**config.mk**
```make
export PLATFORM = sky130hd
export DESIGN_NAME = controle_multiciclo
export DESIGN_NICKNAME = d
export VERILOG_FILES = /design/src/rtl/mips_ctrl_pkg.sv /design/src/rtl/decodificador_ula.sv /design/src/rtl/controle_multiciclo.sv
export SDC_FILE = /design/constraint.sdc
export NUM_CORES = 1
export LEC_CHECK = 0
export ABC_AREA = 1
export BUFFER_PORTS_ARGS = -buffer_cell sky130_fd_sc_hd__buf_2
export CELL_PAD_IN_SITES_DETAIL_PLACEMENT = 0
export CELL_PAD_IN_SITES_GLOBAL_PLACEMENT = 1
export CORE_MARGIN = 2
export CORE_UTILIZATION = 27
export DETAILED_ROUTE_END_ITERATION = 10
export GPL_ROUTABILITY_DRIVEN = 0
export PLACE_DENSITY_LB_ADDON = 0.1
export REMOVE_ABC_BUFFERS = 1
export SLEW_MARGIN = 20
export SYNTH_ARGS = -nofsm -noshare
export SYNTH_HDL_FRONTEND = slang
export SYNTH_HIERARCHICAL = 1
export SYNTH_SLANG_ARGS = --single-unit
```
**constraint.sdc**
```tcl
create_clock -name ck -period 1.7 [get_ports ck]
set_input_delay 0.17 -clock ck [delete_from_list [all_inputs] [get_ports ck]]
set_output_delay 0.17 -clock ck [all_outputs]
set_load 0.05 [all_outputs]
```
**src/rtl/mips_ctrl_pkg.sv**
```systemverilog
// Shared encodings for the multicycle MIPS control unit: FSM states,
// opcode/funct constants, ALU control codes and datapath mux selects.
package mips_ctrl_pkg;

  localparam int unsigned STATE_W = 4;
  localparam int unsigned OP_W    = 6;
  localparam int unsigned FUNCT_W = 6;
  localparam int unsigned ALUC_W  = 3;
  localparam int unsigned ALUOP_W = 2;
  localparam int unsigned SEL_W   = 2;

  typedef enum logic [STATE_W-1:0] {
    S_FETCH    = 4'd0,
    S_DECODE   = 4'd1,
    S_MEMADR   = 4'd2,
    S_MEMREAD  = 4'd3,
    S_MEMWB    = 4'd4,
    S_MEMWRITE = 4'd5,
    S_EXECUTE  = 4'd6,
    S_ALUWB    = 4'd7,
    S_BRANCH   = 4'd8,
    S_ADDIEX   = 4'd9,
    S_ADDIWB   = 4'd10,
    S_JUMP     = 4'd11
  } state_t;

  // Opcodes (IR[31:26])
  localparam logic [OP_W-1:0] OP_RTYPE = 6'b000000;
  localparam logic [OP_W-1:0] OP_LW    = 6'b100011;
  localparam logic [OP_W-1:0] OP_SW    = 6'b101011;
  localparam logic [OP_W-1:0] OP_BEQ   = 6'b000100;
  localparam logic [OP_W-1:0] OP_ADDI  = 6'b001000;
  localparam logic [OP_W-1:0] OP_J     = 6'b000010;

  // R-type funct field (IR[5:0])
  localparam logic [FUNCT_W-1:0] FN_ADD = 6'b100000;
  localparam logic [FUNCT_W-1:0] FN_SUB = 6'b100010;
  localparam logic [FUNCT_W-1:0] FN_AND = 6'b100100;
  localparam logic [FUNCT_W-1:0] FN_OR  = 6'b100101;
  localparam logic [FUNCT_W-1:0] FN_SLT = 6'b101010;

  // ALU control codes
  localparam logic [ALUC_W-1:0] ALU_ADD = 3'b010;
  localparam logic [ALUC_W-1:0] ALU_SUB = 3'b110;
  localparam logic [ALUC_W-1:0] ALU_AND = 3'b000;
  localparam logic [ALUC_W-1:0] ALU_OR  = 3'b001;
  localparam logic [ALUC_W-1:0] ALU_SLT = 3'b111;

  // aluop: what the FSM asks of the ALU decoder
  localparam logic [ALUOP_W-1:0] ALUOP_ADD   = 2'b00;
  localparam logic [ALUOP_W-1:0] ALUOP_SUB   = 2'b01;
  localparam logic [ALUOP_W-1:0] ALUOP_FUNCT = 2'b10;

  // ALU B operand select
  localparam logic [SEL_W-1:0] SRCB_B      = 2'b00;
  localparam logic [SEL_W-1:0] SRCB_FOUR   = 2'b01;
  localparam logic [SEL_W-1:0] SRCB_IMM    = 2'b10;
  localparam logic [SEL_W-1:0] SRCB_IMM_SH = 2'b11;

  // Next-PC source select
  localparam logic [SEL_W-1:0] PCSRC_ALU    = 2'b00;
  localparam logic [SEL_W-1:0] PCSRC_ALUOUT = 2'b01;
  localparam logic [SEL_W-1:0] PCSRC_JUMP   = 2'b10;

endpackage

```
**src/rtl/decodificador_ula.sv**
```systemverilog
// ALU decoder: maps the FSM's aluop request plus the R-type funct field to
// the 3-bit ALU control code. Purely combinational.
//   aluop       in  2 : 00 add, 01 sub, 10 decode funct
//   funct       in  6 : IR[5:0]
//   alu_control out 3 : ALU operation code
module decodificador_ula
  import mips_ctrl_pkg::*;
(
  input  logic [ALUOP_W-1:0] aluop,
  input  logic [FUNCT_W-1:0] funct,
  output logic [ALUC_W-1:0]  alu_control
);

  // Unknown funct falls back to add so the instruction still writes back.
  always_comb begin
    alu_control = ALU_ADD;
    case (aluop)
      ALUOP_SUB: alu_control = ALU_SUB;
      ALUOP_FUNCT: begin
        case (funct)
          FN_ADD:  alu_control = ALU_ADD;
          FN_SUB:  alu_control = ALU_SUB;
          FN_AND:  alu_control = ALU_AND;
          FN_OR:   alu_control = ALU_OR;
          FN_SLT:  alu_control = ALU_SLT;
          default: alu_control = ALU_ADD;
        endcase
      end
      default: alu_control = ALU_ADD;
    endcase
  end

endmodule

```
**src/rtl/controle_multiciclo.sv**
```systemverilog
// Multicycle MIPS control unit: Moore FSM sequencing fetch, decode, execute,
// memory and write-back for R-type, lw, sw, beq, addi and j.
//   ck, reset          : clock, synchronous active-high reset
//   opcode, funct, zero: IR fields and ALU zero flag
//   pc_en, ir_write, mem_write, reg_write : write enables (0 during reset)
//   iord, reg_dst, mem_to_reg, alu_src_a, alu_src_b, pc_src : mux selects
//   alu_control        : ALU operation code
//   state_dbg          : current state encoding
module controle_multiciclo
  import mips_ctrl_pkg::*;
(
  input  logic               ck,
  input  logic               reset,
  input  logic [OP_W-1:0]    opcode,
  input  logic [FUNCT_W-1:0] funct,
  input  logic               zero,
  output logic               pc_en,
  output logic               iord,
  output logic               mem_write,
  output logic               ir_write,
  output logic               reg_write,
  output logic               reg_dst,
  output logic               mem_to_reg,
  output logic               alu_src_a,
  output logic [SEL_W-1:0]   alu_src_b,
  output logic [ALUC_W-1:0]  alu_control,
  output logic [SEL_W-1:0]   pc_src,
  output logic [STATE_W-1:0] state_dbg
);

  state_t              state;
  state_t              state_next;

  logic                pc_write;
  logic                branch;
  logic                mem_write_st;
  logic                ir_write_st;
  logic                reg_write_st;
  logic [ALUOP_W-1:0]  aluop;

  // State register
  always_ff @(posedge ck) begin
    if (reset) state <= S_FETCH;
    else       state <= state_next;
  end

  // Next-state logic; unused encodings recover to FETCH
  always_comb begin
    state_next = S_FETCH;
    case (state)
      S_FETCH:  state_next = S_DECODE;
      S_DECODE: begin
        case (opcode)
          OP_LW, OP_SW: state_next = S_MEMADR;
          OP_RTYPE:     state_next = S_EXECUTE;
          OP_BEQ:       state_next = S_BRANCH;
          OP_ADDI:      state_next = S_ADDIEX;
          OP_J:         state_next = S_JUMP;
          default:      state_next = S_FETCH;
        endcase
      end
      S_MEMADR: begin
        if (opcode == OP_LW)      state_next = S_MEMREAD;
        else if (opcode == OP_SW) state_next = S_MEMWRITE;
        else                      state_next = S_FETCH;
      end
      S_MEMREAD: state_next = S_MEMWB;
      S_EXECUTE: state_next = S_ALUWB;
      S_ADDIEX:  state_next = S_ADDIWB;
      default:   state_next = S_FETCH;
    endcase
  end

  // Output decode (Moore)
  always_comb begin
    pc_write     = 1'b0;
    branch       = 1'b0;
    iord         = 1'b0;
    mem_write_st = 1'b0;
    ir_write_st  = 1'b0;
    reg_write_st = 1'b0;
    reg_dst      = 1'b0;
    mem_to_reg   = 1'b0;
    alu_src_a    = 1'b0;
    alu_src_b    = SRCB_B;
    aluop        = ALUOP_ADD;
    pc_src       = PCSRC_ALU;
    case (state)
      S_FETCH: begin
        alu_src_b   = SRCB_FOUR;
        ir_write_st = 1'b1;
        pc_write    = 1'b1;
      end
      S_DECODE: alu_src_b = SRCB_IMM_SH;
      S_MEMADR, S_ADDIEX: begin
        alu_src_a = 1'b1;
        alu_src_b = SRCB_IMM;
      end
      S_MEMREAD: iord = 1'b1;
      S_MEMWRITE: begin
        iord         = 1'b1;
        mem_write_st = 1'b1;
      end
      S_MEMWB: begin
        mem_to_reg   = 1'b1;
        reg_write_st = 1'b1;
      end
      S_EXECUTE: begin
        alu_src_a = 1'b1;
        aluop     = ALUOP_FUNCT;
      end
      S_ALUWB: begin
        reg_dst      = 1'b1;
        reg_write_st = 1'b1;
      end
      S_ADDIWB: reg_write_st = 1'b1;
      S_BRANCH: begin
        alu_src_a = 1'b1;
        aluop     = ALUOP_SUB;
        pc_src    = PCSRC_ALUOUT;
        branch    = 1'b1;
      end
      S_JUMP: begin
        pc_src   = PCSRC_JUMP;
        pc_write = 1'b1;
      end
      default: ;
    endcase
  end

  decodificador_ula u_decodificador_ula (
    .aluop       (aluop),
    .funct       (funct),
    .alu_control (alu_control)
  );

  // Write enables are suppressed while reset is held so nothing commits.
  assign pc_en     = ~reset & (pc_write | (branch & zero));
  assign ir_write  = ~reset & ir_write_st;
  assign mem_write = ~reset & mem_write_st;
  assign reg_write = ~reset & reg_write_st;
  assign state_dbg = state;

endmodule

```
==> impl_metrics.ini <==
[run_status]
run_status = finished, violations left
failed_checks = negative setup slack

[floorplan]
ios = 34
rows = 18
die_w_um = 53.9
fp.dieH_um = 53.9
coreArea_sq_um = 2410
start_util = 0.279
dieArea_sq_um = 2900

[flow_run]
maxCapViolCount = 0

[drt]
drt_iter0_markers = 12
wl_per_cell_um = 9.12
firstDrtPassIters = 3
drc = 0
viasPerCell = 4.23
via_count = 934
ant_nets = 0
routed_wl_um = 2020

[setup_path]
worst_setup_path_start_kind = flop
path_class = flop to output pin
startpoint = state_dbg[0]
max_stage_delay_ns = 0.33
crit_required_ns = 1.53
slowest_stage = dfxtp_2
arrival_ns = 1.66
crit_path_end_kind = output pin
r2r-start = state_dbg[0]
cp_cell_sequence = buf_6 -> inv_4 -> nand2_4 -> nor2_4 -> ha_4 -> or2_1 -> a21oi_2 -> buf_6
cp_max_fo = 2
cpMostUsedCell = buf_6

[synthesis]
synth_seq_area_share = 0.119
syn_avg_cell_area_sq_um = 4.94
synth_seq_cells = 4
synth_top_family_by_area = simple AND/OR/NAND/NOR gates
yosys_warnings = 6
synthSimpleGateAreaFrac = 0.579
synthesis.instances = 136
synth_adder_area_share = 0.0372
netlist_area_sq_um = 672
synth_compound_area_frac = 0.0745
synth_xor_area_frac = 0
synthMuxAreaShare = 0
synth.distinct_cells = 16

[global_routing]
use_met2 = 0.262
grt_use_met3 = 0.0250
overflow = 0
antenna_found_initial = 0
grt_pass1_vias = 843
grt_pass1_wl_um = 3360
grt_max_degree = 8
grt_busiest_layer = met2
track_usage = 0.154
met1_usage = 0.210

[sta]
setup_ws_ns = -0.133
drv_slew = 0
fmax_mhz = 546
relSlewSlack = 0.828
rsz0062_at_grt = yes
fin_crit_sh = 1.08
setup_viol = 3
fin_setup_tns_ns = -0.273
finalClockSkew_ns = 0.00851
worstMarginPinSlew_ns = 0.257
layout_min_cycle_time_ns = 1.83
hold_viol_final = 0

[pwr]
ir_worst_vdd_v = 0.000366
fin_total_pwr_w = 0.000392
leakagePower_nw = 0.661
p_per_area_nw_per_um2 = 337

[clock_tree]
cts_tree = built
clk_pin_slew_ns = 0.04
clk_latency_ns = 0.24
ctsRootBufferMaster = clkbuf_4
cts.htree.levels = 1
clock_path_buffers = 2
cts_buffers = 3
cts_sinks = 4

[final_layout]
diodes = 0
layoutNonFillerInstCount = 221
largest_register_ffs = 4
fillers = 256
area_growth_pct = 73.2
nNetsFinal = 210
postLayoutCellArea_sq_um = 1160
seqCellArea_sq_um = 87.6
final_util = 0.483
drive_above_1_share = 0.476
multi_input_comb_area_sq_um = 527

[worst_hold_path]
hold_path_class = input pin to flop
min-delay-start = reset

[place]
placed_cell_area_sq_um = 980
dpl.cell_count = 213
dpl.hpwl_um = 1690
port_buffers = 33
[per-layer routing]
layer	up-vias	wire length (um)
li1	516	-
met1	401	985
met2	17	932
met3	0	96
met4	0	0
met5	-	0
[cell usage after synthesis]
master / n / area share
a21oi_1: 4 / 0.030
buf_4: 1 / 0.011
dfxtp_1: 4 / 0.12
ha_1: 2 / 0.037
inv_1: 27 / 0.15
inv_2: 5 / 0.028
nand2_1: 31 / 0.17
nand2_2: 2 / 0.019
nand3_1: 15 / 0.11
nor2_1: 27 / 0.15
nor2_2: 8 / 0.074
nor2_4: 2 / 0.034
nor3_1: 1 / 0.0074
o21ai_0: 5 / 0.037
o21ai_1: 1 / 0.0074
or2_1: 1 / 0.0093
[critical path, delay by kind of cell, from the launching register on]
kind	cells	cell delay (ns)
AO/OA/AOI/OAI	1	0.12
AND/OR/NAND/NOR	3	0.41
adder cells (fa/ha/maj)	1	0.22
buffers and inverters	3	0.35
flip-flops	1	0.33
[layout make-up]
cell class,count,area share
sequential,4,0.0753
inverter,32,0.105
clock buffer,3,0.0194
multi-input combinational,99,0.453
timing repair buffer,53,0.315
tap,30,0.0323
[per-stage QoR]
| stage | hold WS, ns | worst slack [ns] |
|---|---|---|
| finish | 0.159 | -0.133 |
| global route | 0.159 | -0.208 |
| CTS | 0.155 | -0.148 |
| detailed placement | 0.419 | -0.0945 |
| global placement | 0.425 | -0.0953 |
| floorplan | 0.239 | -1.13 |
[cells by family (layout without fill, tap and decap cells)]
| logic type | count (synthesis) | in the layout |
|---|---|---|
| AOI/OAI and AO/OA | 10 | 10 |
| adders and majority gates | 2 | 2 |
| buffers and inverters | 33 | 88 |
| DFF | 4 | 4 |
| and+or+nand+nor | 87 | 87 |
[power by group]
group	internal, W	switching (W)	leakage (nW)	total (W)
clock	0.0000790	0.0000401	0.0138	0.000119
sequential	0.0000962	0.00000295	0.0346	0.0000992
combinational	0.0000650	0.000108	0.613	0.000173
total	0.000240	0.000151	0.661	0.000392
[worst paths after layout]
path | endpoint | slack [ns] | cells after the start
worst max register to register | state_dbg[2] | 0.41 | 10
worst min register to register | state_dbg[3] | 0.73 | 5
worst max-delay path | alu_control[0] | -0.13 | 8
worst min-delay path | state_dbg[1] | 0.16 | 2
[repair_timing]
item                                    4_1_cts  5_1_grt
pin swaps                                     8        5
resized for setup                            30       15
hold buffers                                  0        0
endpoints found under the setup margin        4        7
buffers inserted                              5        0
gates cloned                                  0        0
[cells in the final DEF (no fill, tap or decap)]
cell type  count
nand2_1       30
buf_2         26
nor2_1        24
inv_1         21
buf_4         18
nand3_1       15
inv_2         10
nor2_2         9
buf_6          9
o21ai_0        4
nor2_4         4
clkbuf_4       3
dfxtp_2        3
nand2_4        2
a21oi_1        2
o21ai_1        2
a21oi_2        2
ha_4           2
inv_4          1
nand2_2        1
nor3_1         1
dfxtp_4        1
or2_1          1
Power figures use the tool's default switching activity.
